### src/rtl/sram_bus_pkg.sv
// Shared encodings for the SRAM-like request/response bus: master IDs and access sizes.
package sram_bus_pkg;

    localparam logic SRAM_ID_INST = 1'b0;
    localparam logic SRAM_ID_DATA = 1'b1;

    localparam logic [1:0] SRAM_SIZE_BYTE = 2'd0;
    localparam logic [1:0] SRAM_SIZE_HALF = 2'd1;
    localparam logic [1:0] SRAM_SIZE_WORD = 2'd2;

endpackage

### src/rtl/id_fifo.sv
// Small FIFO of master IDs for transactions accepted by the slave but not yet answered.
module id_fifo #(
    parameter int DEPTH = 4,
    parameter int WIDTH = 1
) (
    input  logic             clk,
    input  logic             resetn,
    input  logic             push,
    input  logic [WIDTH-1:0] push_data,
    input  logic             pop,
    output logic             full,
    output logic             empty,
    output logic [WIDTH-1:0] head
);

    localparam int PW = $clog2(DEPTH);
    localparam logic [PW:0] FULL_CNT = (PW + 1)'(DEPTH);

    logic [WIDTH-1:0] mem [DEPTH];
    logic [PW-1:0]    wr_ptr;
    logic [PW-1:0]    rd_ptr;
    logic [PW:0]      count;
    logic             do_push;
    logic             do_pop;

    // A pop in the same cycle never makes room for a push: push looks at count only.
    assign full    = (count == FULL_CNT);
    assign empty   = (count == '0);
    assign do_push = push & ~full;
    assign do_pop  = pop & ~empty;
    assign head    = mem[rd_ptr];

    always_ff @(posedge clk or negedge resetn) begin
        if (!resetn) begin
            wr_ptr <= '0;
            rd_ptr <= '0;
            count  <= '0;
        end else begin
            if (do_push) wr_ptr <= wr_ptr + 1'b1;
            if (do_pop)  rd_ptr <= rd_ptr + 1'b1;
            case ({do_push, do_pop})
                2'b10:   count <= count + 1'b1;
                2'b01:   count <= count - 1'b1;
                default: count <= count;
            endcase
        end
    end

    always_ff @(posedge clk) begin
        if (do_push) mem[wr_ptr] <= push_data;
    end

endmodule

### src/rtl/sram_arbiter.sv
// Two-master (fetch/data) to one-slave SRAM bus arbiter with in-order response routing.
module sram_arbiter
    import sram_bus_pkg::*;
#(
    parameter int OUTSTANDING = 4
) (
    input  logic        clk,
    input  logic        resetn,
    input  logic        inst_sram_req,
    input  logic [1:0]  inst_sram_size,
    input  logic [31:0] inst_sram_addr,
    output logic        inst_sram_addr_ok,
    output logic        inst_sram_data_ok,
    output logic [31:0] inst_sram_rdata,
    input  logic        data_sram_req,
    input  logic        data_sram_wr,
    input  logic [1:0]  data_sram_size,
    input  logic [3:0]  data_sram_wstrb,
    input  logic [31:0] data_sram_addr,
    input  logic [31:0] data_sram_wdata,
    output logic        data_sram_addr_ok,
    output logic        data_sram_data_ok,
    output logic [31:0] data_sram_rdata,
    output logic        mem_req,
    output logic        mem_wr,
    output logic [1:0]  mem_size,
    output logic [3:0]  mem_wstrb,
    output logic [31:0] mem_addr,
    output logic [31:0] mem_wdata,
    input  logic        mem_addr_ok,
    input  logic        mem_data_ok,
    input  logic [31:0] mem_rdata,
    output logic        proto_err
);

    logic lock_vld;
    logic lock_id;
    logic grant_id;
    logic grant_req;
    logic accept;
    logic fifo_full;
    logic fifo_empty;
    logic fifo_head;
    logic pop;
    logic sel_data;

    // A request already shown to the slave keeps the grant until accepted.
    always_comb begin
        grant_id = SRAM_ID_INST;
        if (lock_vld)           grant_id = lock_id;
        else if (data_sram_req) grant_id = SRAM_ID_DATA;
    end

    assign sel_data  = (grant_id == SRAM_ID_DATA);
    assign grant_req = sel_data ? data_sram_req : inst_sram_req;
    assign mem_req   = resetn & grant_req & ~fifo_full;
    assign accept    = mem_req & mem_addr_ok;

    assign mem_wr    = sel_data & data_sram_wr;
    assign mem_size  = sel_data ? data_sram_size  : inst_sram_size;
    assign mem_wstrb = sel_data ? data_sram_wstrb : 4'h0;
    assign mem_addr  = sel_data ? data_sram_addr  : inst_sram_addr;
    assign mem_wdata = sel_data ? data_sram_wdata : 32'h0;

    assign inst_sram_addr_ok = accept & ~sel_data;
    assign data_sram_addr_ok = accept & sel_data;

    assign pop               = resetn & mem_data_ok & ~fifo_empty;
    assign inst_sram_data_ok = pop & (fifo_head == SRAM_ID_INST);
    assign data_sram_data_ok = pop & (fifo_head == SRAM_ID_DATA);
    assign inst_sram_rdata   = mem_rdata;
    assign data_sram_rdata   = mem_rdata;

    always_ff @(posedge clk or negedge resetn) begin
        if (!resetn) begin
            lock_vld  <= 1'b0;
            lock_id   <= SRAM_ID_INST;
            proto_err <= 1'b0;
        end else begin
            if (accept) begin
                lock_vld <= 1'b0;
            end else if (mem_req) begin
                lock_vld <= 1'b1;
                lock_id  <= grant_id;
            end
            if (mem_data_ok && fifo_empty) proto_err <= 1'b1;
        end
    end

    id_fifo #(
        .DEPTH (OUTSTANDING),
        .WIDTH (1)
    ) u_id_fifo (
        .clk       (clk),
        .resetn    (resetn),
        .push      (accept),
        .push_data (grant_id),
        .pop       (pop),
        .full      (fifo_full),
        .empty     (fifo_empty),
        .head      (fifo_head)
    );

endmodule
### config.mk
export PLATFORM = sky130hd
export DESIGN_NAME = sram_arbiter
export DESIGN_NICKNAME = d
export VERILOG_FILES = /design/src/rtl/sram_bus_pkg.sv /design/src/rtl/id_fifo.sv /design/src/rtl/sram_arbiter.sv
export SDC_FILE = /design/constraint.sdc
export NUM_CORES = 1
export LEC_CHECK = 0
export BUFFER_PORTS_ARGS = -buffer_cell sky130_fd_sc_hd__buf_2
export CAP_MARGIN = 10
export CORE_AREA = 4 4 108 110
export CTS_BUF_LIST = sky130_fd_sc_hd__clkbuf_8
export DETAILED_ROUTE_END_ITERATION = 7
export DIE_AREA = 0 0 112 114
export PLACE_DENSITY_LB_ADDON = 0.2
export SLEW_MARGIN = 20
export SYNTH_ARGS = -nofsm -noshare
export SYNTH_HDL_FRONTEND = slang
export SYNTH_SLANG_ARGS = --single-unit
### constraint.sdc
create_clock -name clk -period 2.4 [get_ports clk]
set_input_delay 0.24 -clock clk [delete_from_list [all_inputs] [get_ports clk]]
set_output_delay 0.24 -clock clk [all_outputs]
set_load 0.01 [all_outputs]
==> impl_metrics.ini <==
[sta]
tightest_slew_ps = 416.6
fmax_mhz = 450.6
rsz0062_at_grt = false
fin_skew_ps = 0.9079
slew_headroom_pct = 71.98
min_period_over_period_pct = 92.46
report.final.slew_viol_count = 0
holdWs_ps = 229.8
setup_tns_ps = 0
hold_viol = 0
finalWorstSetupSlack_ps = 180.8
finalSetupViolCount = 0
fin_crit_ps = 2219

[worst_setup_path]
cp.arrival_ps = 2390
critPathTopFamily = buffers and inverters
cp-end-kind = flip-flop
rr_startpoint = u_id_fifo.count[0]
startpoint_type = primary input
slowest_delay_ps = 520
worstSetupPathType = in -> reg
critPathBufInv = 3
worst_path_most_repeated_cell = xnor2_1
crit_path_max_fanout = 8
worst-endpoint-required_ps = 2570
crit_chain = dlygate4sd3_1 -> buf_2 -> o31ai_2 -> nor3_4 -> inv_1 -> ha_1 -> fa_1 -> xnor2_1 -> nor2_1 -> xnor2_1
reg2reg_slack_ps = 260
reg2reg_depth = 8
cp_slowest_cell = dlygate4sd3_1
r2r_end = u_id_fifo.count[2]

[drt]
wirelength_um = 7018
vias_per_cell = 3.820
route.detailed.drc = 0
vias = 1799
drtPass1Iterations = 4
drt_iter0_drc = 23
ant_nets = 0
wire_per_inst_um = 14.90

[die]
die_w_um = 112
num_io_pins = 284
die-area_um2 = 12770
die_h_um = 114
core_um2 = 10700
start_util_pct = 17.81
rows = 38

[pwr]
p_per_area_nw_per_um2 = 931.2
leakagePower_uw = 0.001374
irDropWorstVdd_mv = 0.3335
power.total_uw = 2411

[logic_synthesis]
synth.avg_cell_area_um2 = 9.250
postSynth.asyncResetShare_pct = 71.43
synth_area_um2 = 1906
synth-edff-count = 4
synthTopCellsByCount = buf_4, nor2b_1, mux2_2
synthCells = 206
synth_largest_area_cell = buf_4
syn_nets = 355
ys.flop_type = dfrtp_1
synth_cell_types = 30
post-synth-top-count-cell = buf_4
synth_area_leaders = buf_4, mux2_2, dfrtp_1, nor2b_1, edfxtp_1
synth_top_area_share_pct = 26.40
yosysWarningCount = 0
ys_ff_latch = 14
ys_seq_area_share_pct = 19.44

[flow_run]
cap_violations = 0

[clock_network]
hold_buffers = 1
h-tree-depth = 1
cts_resized = 0
cts_sinks = 14
clkTransAtPathRegs_ps = 60
postCtsSetupBuffers = 0
clkLatencyLatePin_ps = 240
cts-root-buf = clkbuf_8
cts_made_buffers = 3
cts_tree = built
cts_buffer_depth = 2

[global_routing]
grt_pass1_vias = 1935
grt_pass1_wl_um = 10330
grt_max_degree = 44
grt_overflow = 0
grt_usage_pct = 10.13
antenna_found_initial = 2

[placement]
gp_congestion = 0.7571
io_buffers = 187
dpl-instance-area_um2 = 2531
preCtsSetupSlack_ps = 241.1
post-dp-hpwl_um = 6352

[run_status]
status = finished clean

[worst_hold_path]
whs_path_depth = 2
hold_end = lock_vld
min_from = mem_addr_ok
min_path_type = in -> reg

[finish]
nFillCells = 1201
nets = 480
synthToLayoutAreaGrowth_pct = 35.85
layout-drive-gt1-share_pct = 70.91
design_area_um2 = 2589
-- metrics by stage --
step | cells | util (%)
3_5_place_dp | 465 | 23.66
2_1_floorplan | 206 | -
4_1_cts | 470 | 24.18
3_3_place_gp | 465 | 23.66
5_1_grt | 470 | 24.18
6_report | 471 | 24.20
-- layer usage --
| metal | global-route usage, % | share of wire (%) | vias to the layer above |
|---|---|---|---|
| li1 | - | - | 855 |
| met4 | 2.003 | 0.78 | 4 |
| met3 | 4.987 | 11 | 11 |
| met1 | 11.27 | 35 | 795 |
| met2 | 17.67 | 52 | 134 |
| met5 | 0 | 0.48 | - |
-- cell families (layout without fill, tap and decap cells) --
group	count (synthesis)	in the layout	share of synthesized area, %
DFF	14	14	19.44
xor gates and xnor gates	6	6	2.758
muxes	38	38	22.98
buffers and inverters	78	202	28.69
adders and majority gates	6	6	4.334
other	0	1	0
AOI/OAI and AO/OA	7	7	3.545
and+or+nand+nor	57	57	18.25
-- flip-flops by register name, summed over array words and instances, names as in the netlist --
signal / count
u_id_fifo.count: 3
u_id_fifo.wr_ptr: 2
lock_id: 1
lock_vld: 1
proto_err: 1
u_id_fifo.rd_ptr: 2
u_id_fifo.mem: 4
-- worst max path at each step --
stage / end / cells past startpoint / from / slack (ps)
final: u_id_fifo.count[2] / 10 / resetn / 180
after detailed placement: u_id_fifo.count[2] / 8 / u_id_fifo.count[0] / 240
after floorplan: u_id_fifo.count[2] / 8 / u_id_fifo.count[0] / 380
after CTS: u_id_fifo.count[2] / 10 / resetn / 150
after global routing: u_id_fifo.count[2] / 10 / resetn / 30
after global placement: u_id_fifo.count[2] / 8 / u_id_fifo.count[0] / 280
-- power by group --
group	internal (µW)	switching (µW)	total, µW
sequential	353	88.0	441
clock	113	84.3	197
combinational	855	916	1770
total	1320	1090	2410
-- cell type report --
type	instances	area [µm²]	area share, %
diodes	1	2.502	0.09667
clock buffers	3	41.29	1.595
clock inverters	1	3.754	0.1450
inverters	7	26.28	1.015
multi-input cells	114	988.4	38.18
flip-flops and latches	14	370.4	14.31
well taps	140	175.2	6.767
repair buffers	191	980.9	37.89
-- cells in the final DEF (no fill, tap or decap), types with 2 or more instances in the layout --
cell	synthesis	final
clkbuf_8	0	3
nor2b_1	37	37
nor2_1	5	5
buf_4	67	2
nand2_1	2	2
inv_1	7	8
and2_1	6	6
ha_1	5	5
mux2_2	36	36
dfrtp_1	10	10
buf_2	1	187
nand3_1	2	2
xnor2_1	6	6
edfxtp_1	4	4
No activity file was read; power rests on OpenSTA's default activity.
